<file path="src/rtl/pipe_step_ctrl_pkg.sv">
// Shared state encodings and constants for the pipeline run/step controller.
package pipe_step_ctrl_pkg;

  localparam int STATE_W      = 3;
  localparam int DRAIN_CYCLES = 3;
  localparam int DRAIN_CNT_W  = 2;

  typedef enum logic [STATE_W-1:0] {
    S_IDLE  = 3'd0,
    S_RUN   = 3'd1,
    S_STEP  = 3'd2,
    S_DRAIN = 3'd3,
    S_DONE  = 3'd4
  } state_e;

endpackage

</file>
<file path="src/rtl/pipe_step_ctrl_hazard.sv">
// Load-use hazard detect: EX load writes a register the ID instruction reads.
module pipe_step_ctrl_hazard #(
  parameter int NB_ADDR = 5
) (
  input  logic               i_ex_mem_read,
  input  logic [NB_ADDR-1:0] i_ex_rt,
  input  logic [NB_ADDR-1:0] i_id_rs,
  input  logic [NB_ADDR-1:0] i_id_rt,
  output logic               o_hazard
);

  // Register 0 is hardwired, so a load targeting it never creates a dependency.
  assign o_hazard = i_ex_mem_read && (i_ex_rt != '0) &&
                    ((i_ex_rt == i_id_rs) || (i_ex_rt == i_id_rt));

endmodule

</file>
<file path="src/rtl/pipe_step_ctrl.sv">
// Run/step/drain controller for a 5-stage pipeline with stall/flush control.
// Define PIPE_STEP_CTRL_CYCLE_CNT_EN to build the saturating active-cycle counter.
module pipe_step_ctrl
  import pipe_step_ctrl_pkg::*;
#(
  parameter int NB_ADDR = 5,
  parameter int NB_CNT  = 32
) (
  input  logic               i_clk,
  input  logic               i_rst,
  input  logic               i_run,
  input  logic               i_step,
  input  logic               i_pause,
  input  logic               i_restart,
  input  logic               i_halt,
  input  logic               i_branch_taken,
  input  logic               i_ex_mem_read,
  input  logic [NB_ADDR-1:0] i_ex_rt,
  input  logic [NB_ADDR-1:0] i_id_rs,
  input  logic [NB_ADDR-1:0] i_id_rt,
  output logic               o_pc_en,
  output logic               o_if_id_en,
  output logic               o_id_ex_en,
  output logic               o_ex_mem_en,
  output logic               o_mem_wb_en,
  output logic               o_if_id_flush,
  output logic               o_id_ex_flush,
  output logic [STATE_W-1:0] o_state,
  output logic               o_done,
  output logic [NB_CNT-1:0]  o_cycle_count
);

  state_e                 state_q, state_d;
  logic [DRAIN_CNT_W-1:0] drain_q, drain_d;
  logic                   hazard;
  logic                   active;
  logic                   halt_cond;

  pipe_step_ctrl_hazard #(.NB_ADDR(NB_ADDR)) u_hazard (
    .i_ex_mem_read (i_ex_mem_read),
    .i_ex_rt       (i_ex_rt),
    .i_id_rs       (i_id_rs),
    .i_id_rt       (i_id_rt),
    .o_hazard      (hazard)
  );

  assign active    = (state_q == S_RUN) || (state_q == S_STEP);
  // A halt is only honoured once the ID instruction is really going to issue.
  assign halt_cond = active && i_halt && !hazard && !i_branch_taken;

  always_comb begin
    state_d       = state_q;
    drain_d       = drain_q;
    o_pc_en       = 1'b0;
    o_if_id_en    = 1'b0;
    o_id_ex_en    = 1'b0;
    o_ex_mem_en   = 1'b0;
    o_mem_wb_en   = 1'b0;
    o_if_id_flush = 1'b0;
    o_id_ex_flush = 1'b0;

    case (state_q)
      S_IDLE: begin
        if (i_run)       state_d = S_RUN;
        else if (i_step) state_d = S_STEP;
      end
      S_RUN: begin
        if (halt_cond) begin
          state_d = S_DRAIN;
          drain_d = '0;
        end else if (i_pause) begin
          state_d = S_IDLE;
        end
      end
      S_STEP: begin
        drain_d = '0;
        state_d = halt_cond ? S_DRAIN : S_IDLE;
      end
      S_DRAIN: begin
        if (drain_q == DRAIN_CNT_W'(DRAIN_CYCLES - 1)) begin
          state_d = S_DONE;
          drain_d = '0;
        end else begin
          drain_d = drain_q + DRAIN_CNT_W'(1);
        end
      end
      S_DONE: begin
        if (i_restart) state_d = S_IDLE;
      end
      default: state_d = S_IDLE;
    endcase

    if (active) begin
      o_pc_en     = 1'b1;
      o_if_id_en  = 1'b1;
      o_id_ex_en  = 1'b1;
      o_ex_mem_en = 1'b1;
      o_mem_wb_en = 1'b1;
      if (i_branch_taken) begin
        o_if_id_flush = 1'b1;
        o_id_ex_flush = 1'b1;
      end else if (hazard) begin
        o_pc_en       = 1'b0;
        o_if_id_en    = 1'b0;
        o_id_ex_flush = 1'b1;
      end
    end else if (state_q == S_DRAIN) begin
      // Fetch is frozen and IF/ID bubbled so only in-flight work retires.
      o_if_id_en    = 1'b1;
      o_id_ex_en    = 1'b1;
      o_ex_mem_en   = 1'b1;
      o_mem_wb_en   = 1'b1;
      o_if_id_flush = 1'b1;
      o_id_ex_flush = i_branch_taken;
    end
  end

  always_ff @(posedge i_clk) begin
    if (!i_rst) begin
      state_q <= S_IDLE;
      drain_q <= '0;
    end else begin
      state_q <= state_d;
      drain_q <= drain_d;
    end
  end

  assign o_state = state_q;
  assign o_done  = (state_q == S_DONE);

`ifdef PIPE_STEP_CTRL_CYCLE_CNT_EN
  logic [NB_CNT-1:0] cnt_q, cnt_d;

  always_comb begin
    cnt_d = cnt_q;
    if ((state_q == S_DONE) && i_restart)
      cnt_d = '0;
    else if ((active || (state_q == S_DRAIN)) && (cnt_q != '1))
      cnt_d = cnt_q + NB_CNT'(1);
  end

  always_ff @(posedge i_clk) begin
    if (!i_rst) cnt_q <= '0;
    else        cnt_q <= cnt_d;
  end

  assign o_cycle_count = cnt_q;
`else
  assign o_cycle_count = '0;
`endif

endmodule

</file>
<file path="config.mk">
export PLATFORM = sky130hd
export DESIGN_NAME = pipe_step_ctrl
export DESIGN_NICKNAME = d
export VERILOG_FILES = /design/src/rtl/pipe_step_ctrl_pkg.sv /design/src/rtl/pipe_step_ctrl_hazard.sv /design/src/rtl/pipe_step_ctrl.sv
export SDC_FILE = /design/constraint.sdc
export NUM_CORES = 1
export LEC_CHECK = 0
export CORE_ASPECT_RATIO = 0.9
export CORE_MARGIN = 4
export CORE_UTILIZATION = 31
export CTS_BUF_LIST = sky130_fd_sc_hd__clkbuf_16
export CTS_CLUSTER_DIAMETER = 40
export DETAILED_ROUTE_END_ITERATION = 10
export PLACE_DENSITY = 0.8
export SYNTH_ARGS = -nofsm -noshare
export SYNTH_HDL_FRONTEND = slang
export SYNTH_HIERARCHICAL = 1
export SYNTH_SLANG_ARGS = --single-unit
</file>
<file path="constraint.sdc">
create_clock -name i_clk -period 2.37 [get_ports i_clk]
set_clock_uncertainty 0.1 [all_clocks]
set_input_delay 0.3555 -clock i_clk [delete_from_list [all_inputs] [get_ports i_clk]]
set_output_delay 0.3555 -clock i_clk [all_outputs]
set_load 0.05 [all_outputs]
</file>
==> flow_summary_export.csv, run 1 <==
group,metric,value,unit
grt,grt_pass1_wl,3320,um
grt,antenna_found_initial,0,
setup_path,worst-setup-path-type,"in -> out",
yosys,synth.ff_latch_count,5,
yosys,avgSynthCellArea,7.59,um^2
status,status,"complete, no violations",
floorplanning,coreArea,2260,um^2
placement,place.port_buffers,34,
placement,dpl_cell_area,1060,um^2
setup_path,slowest_stage,"clkdlybuf4s50_1",
drt,num_vias,767,
placement,gp_congestion,0.773,
drt,drc_errors,0,
pwr,ir_worst_vdd,512,uV
yosys,synth_top_area_share,33.6,%
finish,fill_cells,210,
finish,ff_latch_area,100,um^2
timing,setup_viol,0,
clocking,holdBufCountCts,0,
setup_path,cp.buffers_inverters,2,
clocking,cts-root-buf,"clkbuf_16",
clocking,clk_latency,0.23,ns
finish,drive_above_1_share,21.6,%
clocking,cts_sinks,5,
grt,track_usage,13.8,%
timing,layout_setup_ws,0.0527,ns
finish,final_cell_area,1160,um^2
finish,postLayoutCoreUtil,51.5,%
setup_path,crit_chain,"clkdlybuf4s50_1 -> xnor2_1 -> nand3_1 -> a21oi_2 -> nor2b_4 -> o21ai_2 -> nor2b_4 -> buf_12",
yosys,synth.distinct_cells,30,
placement,dp_hpwl,1740,um
setup_path,crit_path_frequent_cell,"nor2b_4",
floorplanning,rows,16,
floorplanning,initial_utilization,33.6,%
timing,finalHoldViolations,0,
setup_path,required,1.91,ns
setup_path,end_kind,"primary output",
clocking,cts_buffer_depth,2,
setup_path,arrival,1.86,ns
drt,ant_nets,0,
setup_path,path_max_fanout,3,
pwr,power.total,1.03,mW
placement,dpl_worst_slack,-0.330,ns
grt,grt-ovfl-total,0,
drt,route.detailed.wl_per_inst,13.6,um
finish,final_nets,164,
floorplanning,die_x,60.2,um
yosys,syn_area,759,um^2
drt,via_per_inst,4.62,
floorplanning,die_h,55.0,um
yosys,syn_inst,100,
timing,holdWs,0.406,ns
finish,antennaDiodeCount,0,
pwr,power.leakage,0.539,nW
clocking,cts_setup_buffers,0,
pwr,power.density,884,nW/um^2
finish,areaGrowthSynthToFinish,53.4,%
drt,dr.pass1.iters,4,
finish,multi_input_area,533,um^2
grt,grt_pass1_vias,700,
clocking,htree_levels,1,
yosys,ys_seq_area_share,13.2,%
worst_hold_path,hp-class,"reg -> reg",
timing,tightest_slew,0.502,ns
yosys,ys_warn_count,6,
setup_path,critPathMaxStageDelay,0.49,ns
timing,finalCritPeriodShare,97.8,%
clocking,cts.clk_slew.worst_paths,0.03,ns
timing,grt_setup_unrepaired,"true",
timing,fin_crit,2.32,ns
drt,first_iter_violations,24,
floorplanning,die_area,3310,um^2
flow_run,cap_violations,0,
yosys,yosysTopAreaCell,"buf_4",
timing,max_freq,432,MHz
timing,slew_viol_final,0,
floorplanning,ioPinCount,67,
drt,wirelength,2250,um
clocking,cts_inserted_buffers,3,
clocking,tritoncts,"built",
yosys,synth_area_leaders,"buf_4, dfxtp_1, xor2_1, xnor2_1, a21oi_1",
setup_path,startpoint_type,"input pin",
grt,grt_max_degree,15,
timing,slew_headroom,66.1,%
setup_path,crit_family,"buffers and inverters",
-- metrics by stage --
stage / setup TNS (ns) / instances
after floorplan: 0 / 131
after detailed placement: -1.93 / 162
after CTS: 0 / 166
after global routing: -0.0310 / 166
after global placement: -1.43 / 162
final: 0 / 166
-- timing repair --
action,4_1_cts,5_1_grt
endpoints found under the setup margin,6,5
resized for setup,18,8
pin swaps,7,7
endpoints found under the hold margin,0,0
-- sequential cells by signal, summed over array words and instances (netlist names) --
name	flops
drain_q	2
o_state	3
-- report_power, final --
part	switching, mW	internal [mW]
Combinational	0.408	0.228
Sequential	0.0241	0.0950
Clock	0.0559	0.219
Total	0.488	0.541
-- routing by layer --
metal	vias up	share of wire, %	track usage (%)
li1	355	-	-
met1	360	32	12.8
met2	46	57	29.0
met3	6	8.7	2.55
met4	0	1.9	6.27
met5	-	0	0
-- synth_stat cells, drive strengths merged --
cell type and number:
o21a 1, xor2 6, o311a 1, nand2 5, conb 1, nor3b 1
and2 1, nor4b 1, or4 2, or3 2, nor2b 3, a21oi 7
dfxtp 5, clkbuf 1, xnor2 5, buf 36, nor3 4, a31oi 1
o31ai 1, nand2b 3, o21ai 4, a31o 1, nand3 3, nor2 2
and3b 1, o211ai 2
-- cells in the final DEF, fill, tap and decap left out, drive strengths merged, types with 2 or more instances in the layout --
cell / Yosys / routed
buf: 36 / 15
or4: 2 / 2
nor2: 2 / 2
xor2: 6 / 6
conb: 1 / 32
clkdlybuf4s50: 0 / 14
nor3: 4 / 4
clkbuf: 1 / 4
nand2: 5 / 5
dlygate4sd2: 0 / 6
clkdlybuf4s15: 0 / 3
nand2b: 3 / 3
xnor2: 5 / 5
nand3: 3 / 3
o21ai: 4 / 4
o211ai: 2 / 2
or3: 2 / 2
nor2b: 3 / 3
dlymetal6s2s: 0 / 2
a21oi: 7 / 7
dfxtp: 5 / 5
-- layout make-up --
cell class              instances  share of cell area, %
flip-flops and latches          5                   8.59
repair buffers                 41                   36.0
well taps                      27                   2.90
clock buffers                   3                   6.44
clock inverters                 1                  0.322
multi-input cells              89                   45.8
-- kinds of logic (layout without fill, tap and decap cells) --
logic type                count (synthesis)  count (layout)  synth area share, %
AOI/OAI and AO/OA                        18              18                 14.5
xor gates and xnor gates                 11              11                 12.7
buffers and inverters                    37              45                 37.6
DFF                                       5               5                 13.2
other                                     1              32                0.494
and+or+nand+nor                          28              28                 21.6
-- final timing paths --
check / start / endpoint / slack, ns / cells after the start
min: drain_q[1] / drain_q[0] / 0.41 / 1
max reg2reg: o_state[0] / o_state[1] / 0.67 / 4
max: i_id_rt[2] / o_if_id_en / 0.05 / 8
min reg2reg: drain_q[1] / drain_q[0] / 0.41 / 1
No activity file was read; power rests on OpenSTA's default activity.
==> run 2, diff against run 1 <==
GPL_TIMING_DRIVEN = 0   (was default)
HOLD_SLACK_MARGIN = 0.02   (was default)
==> flow_summary_export.csv, run 2 (synthesis gave the netlist of run 1 again) <==
group,metric,value,unit
status,status,"complete, no violations",
floorplanning,rows,16,
finish,antennaDiodeCount,0,
finish,final_nets,195,
timing,finalCritPeriodShare,97.7,%
setup_path,worst-setup-path-type,"in -> out",
finish,largest_register_ffs,3,
pwr,comb_power_share,64.8,%
clocking,cts.clk_slew.worst_paths,0.03,ns
pwr,ir_worst_vdd,838,uV
timing,holdWs,0.393,ns
drt,drc_errors,0,
grt,antenna_found_initial,0,
setup_path,required,1.91,ns
placement,dp_hpwl,1760,um
drt,via_per_inst,4.09,
finish,areaGrowthSynthToFinish,84.0,%
floorplanning,die_h,55.0,um
setup_path,end_kind,"primary output",
timing,tightest_slew,0.603,ns
pwr,switchingPower,484,uW
worst_hold_path,hp-class,"reg -> reg",
clocking,holdBufCountCts,0,
setup_path,cp.buffers_inverters,2,
floorplanning,die_x,60.2,um
clocking,tritoncts,"built",
clocking,cts_sinks,5,
placement,place.port_buffers,34,
grt,grt_pass1_wl,3160,um
grt,grt-ovfl-total,0,
timing,setup_viol,0,
setup_path,arrival,1.86,ns
setup_path,startpoint_type,"input pin",
floorplanning,initial_utilization,33.6,%
clocking,htree_levels,1,
pwr,p_int,565,uW
timing,finalSetupTns,0,ns
finish,mostFrequentLayoutCell,"buf_4",
timing,finalHoldViolations,0,
drt,dr.pass1.iters,4,
drt,wirelength,2090,um
floorplanning,ioPinCount,67,
pwr,power_frac_clock,25.4,%
pwr,power.leakage,0.765,nW
pwr,p_seq_share,9.8,%
placement,gp_congestion,0.757,
setup_path,crit_family,"buffers and inverters",
pwr,power.density,751,nW/um^2
finish,layout_common_cells,"buf_4, conb_1, clkdlybuf4s50_1",
pwr,switching_share,46.1,%
drt,num_vias,805,
grt,track_usage,12.8,%
setup_path,crit_chain,"clkdlybuf4s50_1 -> xnor2_1 -> nand3_1 -> a21oi_2 -> nor2b_4 -> o21ai_2 -> nor2b_4 -> buf_8",
clocking,cts-root-buf,"clkbuf_16",
floorplanning,die_area,3310,um^2
setup_path,slowest_stage,"clkdlybuf4s50_1",
clocking,cts_inserted_buffers,3,
drt,route.detailed.wl_per_inst,10.6,um
timing,slew_viol_final,0,
finish,drive_above_1_share,35.9,%
floorplanning,coreArea,2260,um^2
grt,grt_pass1_vias,707,
timing,fin_crit,2.32,ns
grt,grt_max_degree,11,
timing,slew_headroom,59.2,%
setup_path,path_max_fanout,3,
drt,first_iter_violations,13,
clocking,clk_latency,0.22,ns
flow_run,cap_violations,0,
pwr,power.total,1.05,mW
timing,max_freq,432,MHz
setup_path,critPathMaxStageDelay,0.47,ns
drt,ant_nets,0,
setup_path,crit_path_frequent_cell,"nor2b_4",
clocking,cts_buffer_depth,2,
run 2: cell types whose count changed in the layout (fill, tap and decap cells not counted), moves of 2 or more:
| cell | delta |
|---|---|
| buf_12 | -4 |
| buf_4 | +25 |
| buf_8 | +2 |
| clkbuf_2 | +4 |
| clkdlybuf4s15_1 | -2 |
| dlygate4sd2_1 | -4 |
| dlymetal6s2s_1 | +7 |
run 2: final cells by class:
cell class                      count  area (um^2)
Clock buffer                        3         75.1
Tap cell                           27         33.8
Sequential cell                     5          100
Multi-Input combinational cell     89          547
Buffer                             37          287
Timing Repair Buffer               35          352
Clock inverter                      1         3.75
Fill cell                         207          865
run 2: final timing paths:
kind                   start    endpoint  slack (ns)  cells past startpoint
hold / removal    drain_q[0]  drain_q[0]        0.39                      1
setup reg to reg  o_state[0]  o_state[1]        0.65                      5
hold reg to reg   drain_q[0]  drain_q[0]        0.39                      1
setup / recovery  i_id_rs[1]  o_if_id_en        0.05                      8
run 2: repair_timing:
action                                  CTS  global route
resized for setup                        31            27
endpoints found under the setup margin   10             7
pin swaps                                 3             8
setup buffers                             0             1
run 2: routing by layer:
| layer | track usage [%] | share of wire (%) | up-vias |
|---|---|---|---|
| li1 | - | - | 417 |
| met1 | 14.6 | 37 | 340 |
| met2 | 24.5 | 51 | 44 |
| met3 | 2.78 | 9.9 | 4 |
| met4 | 2.58 | 2.0 | 0 |
| met5 | 0 | 0 | - |
run 2: power groups by stage:
stage                     combinational, mW  sequential, mW  clock [mW]
after floorplan                       0.458           0.134           0
after global placement                0.649           0.104           0
after global routing                  0.713           0.104       0.281
after CTS                             0.657           0.103       0.271
after detailed placement              0.654           0.104           0
final                                 0.679           0.103       0.266
run 2: metrics by stage:
stage	setup WS [ns]	util, %	area (um^2)	instances
floorplan	0.0681	-	891	131
global placement	-0.903	55.9	1260	192
detailed placement	-0.969	55.9	1260	192
CTS	-0.0760	59.5	1350	196
global route	-0.0194	61.8	1400	197
finish	0.0544	61.8	1400	197
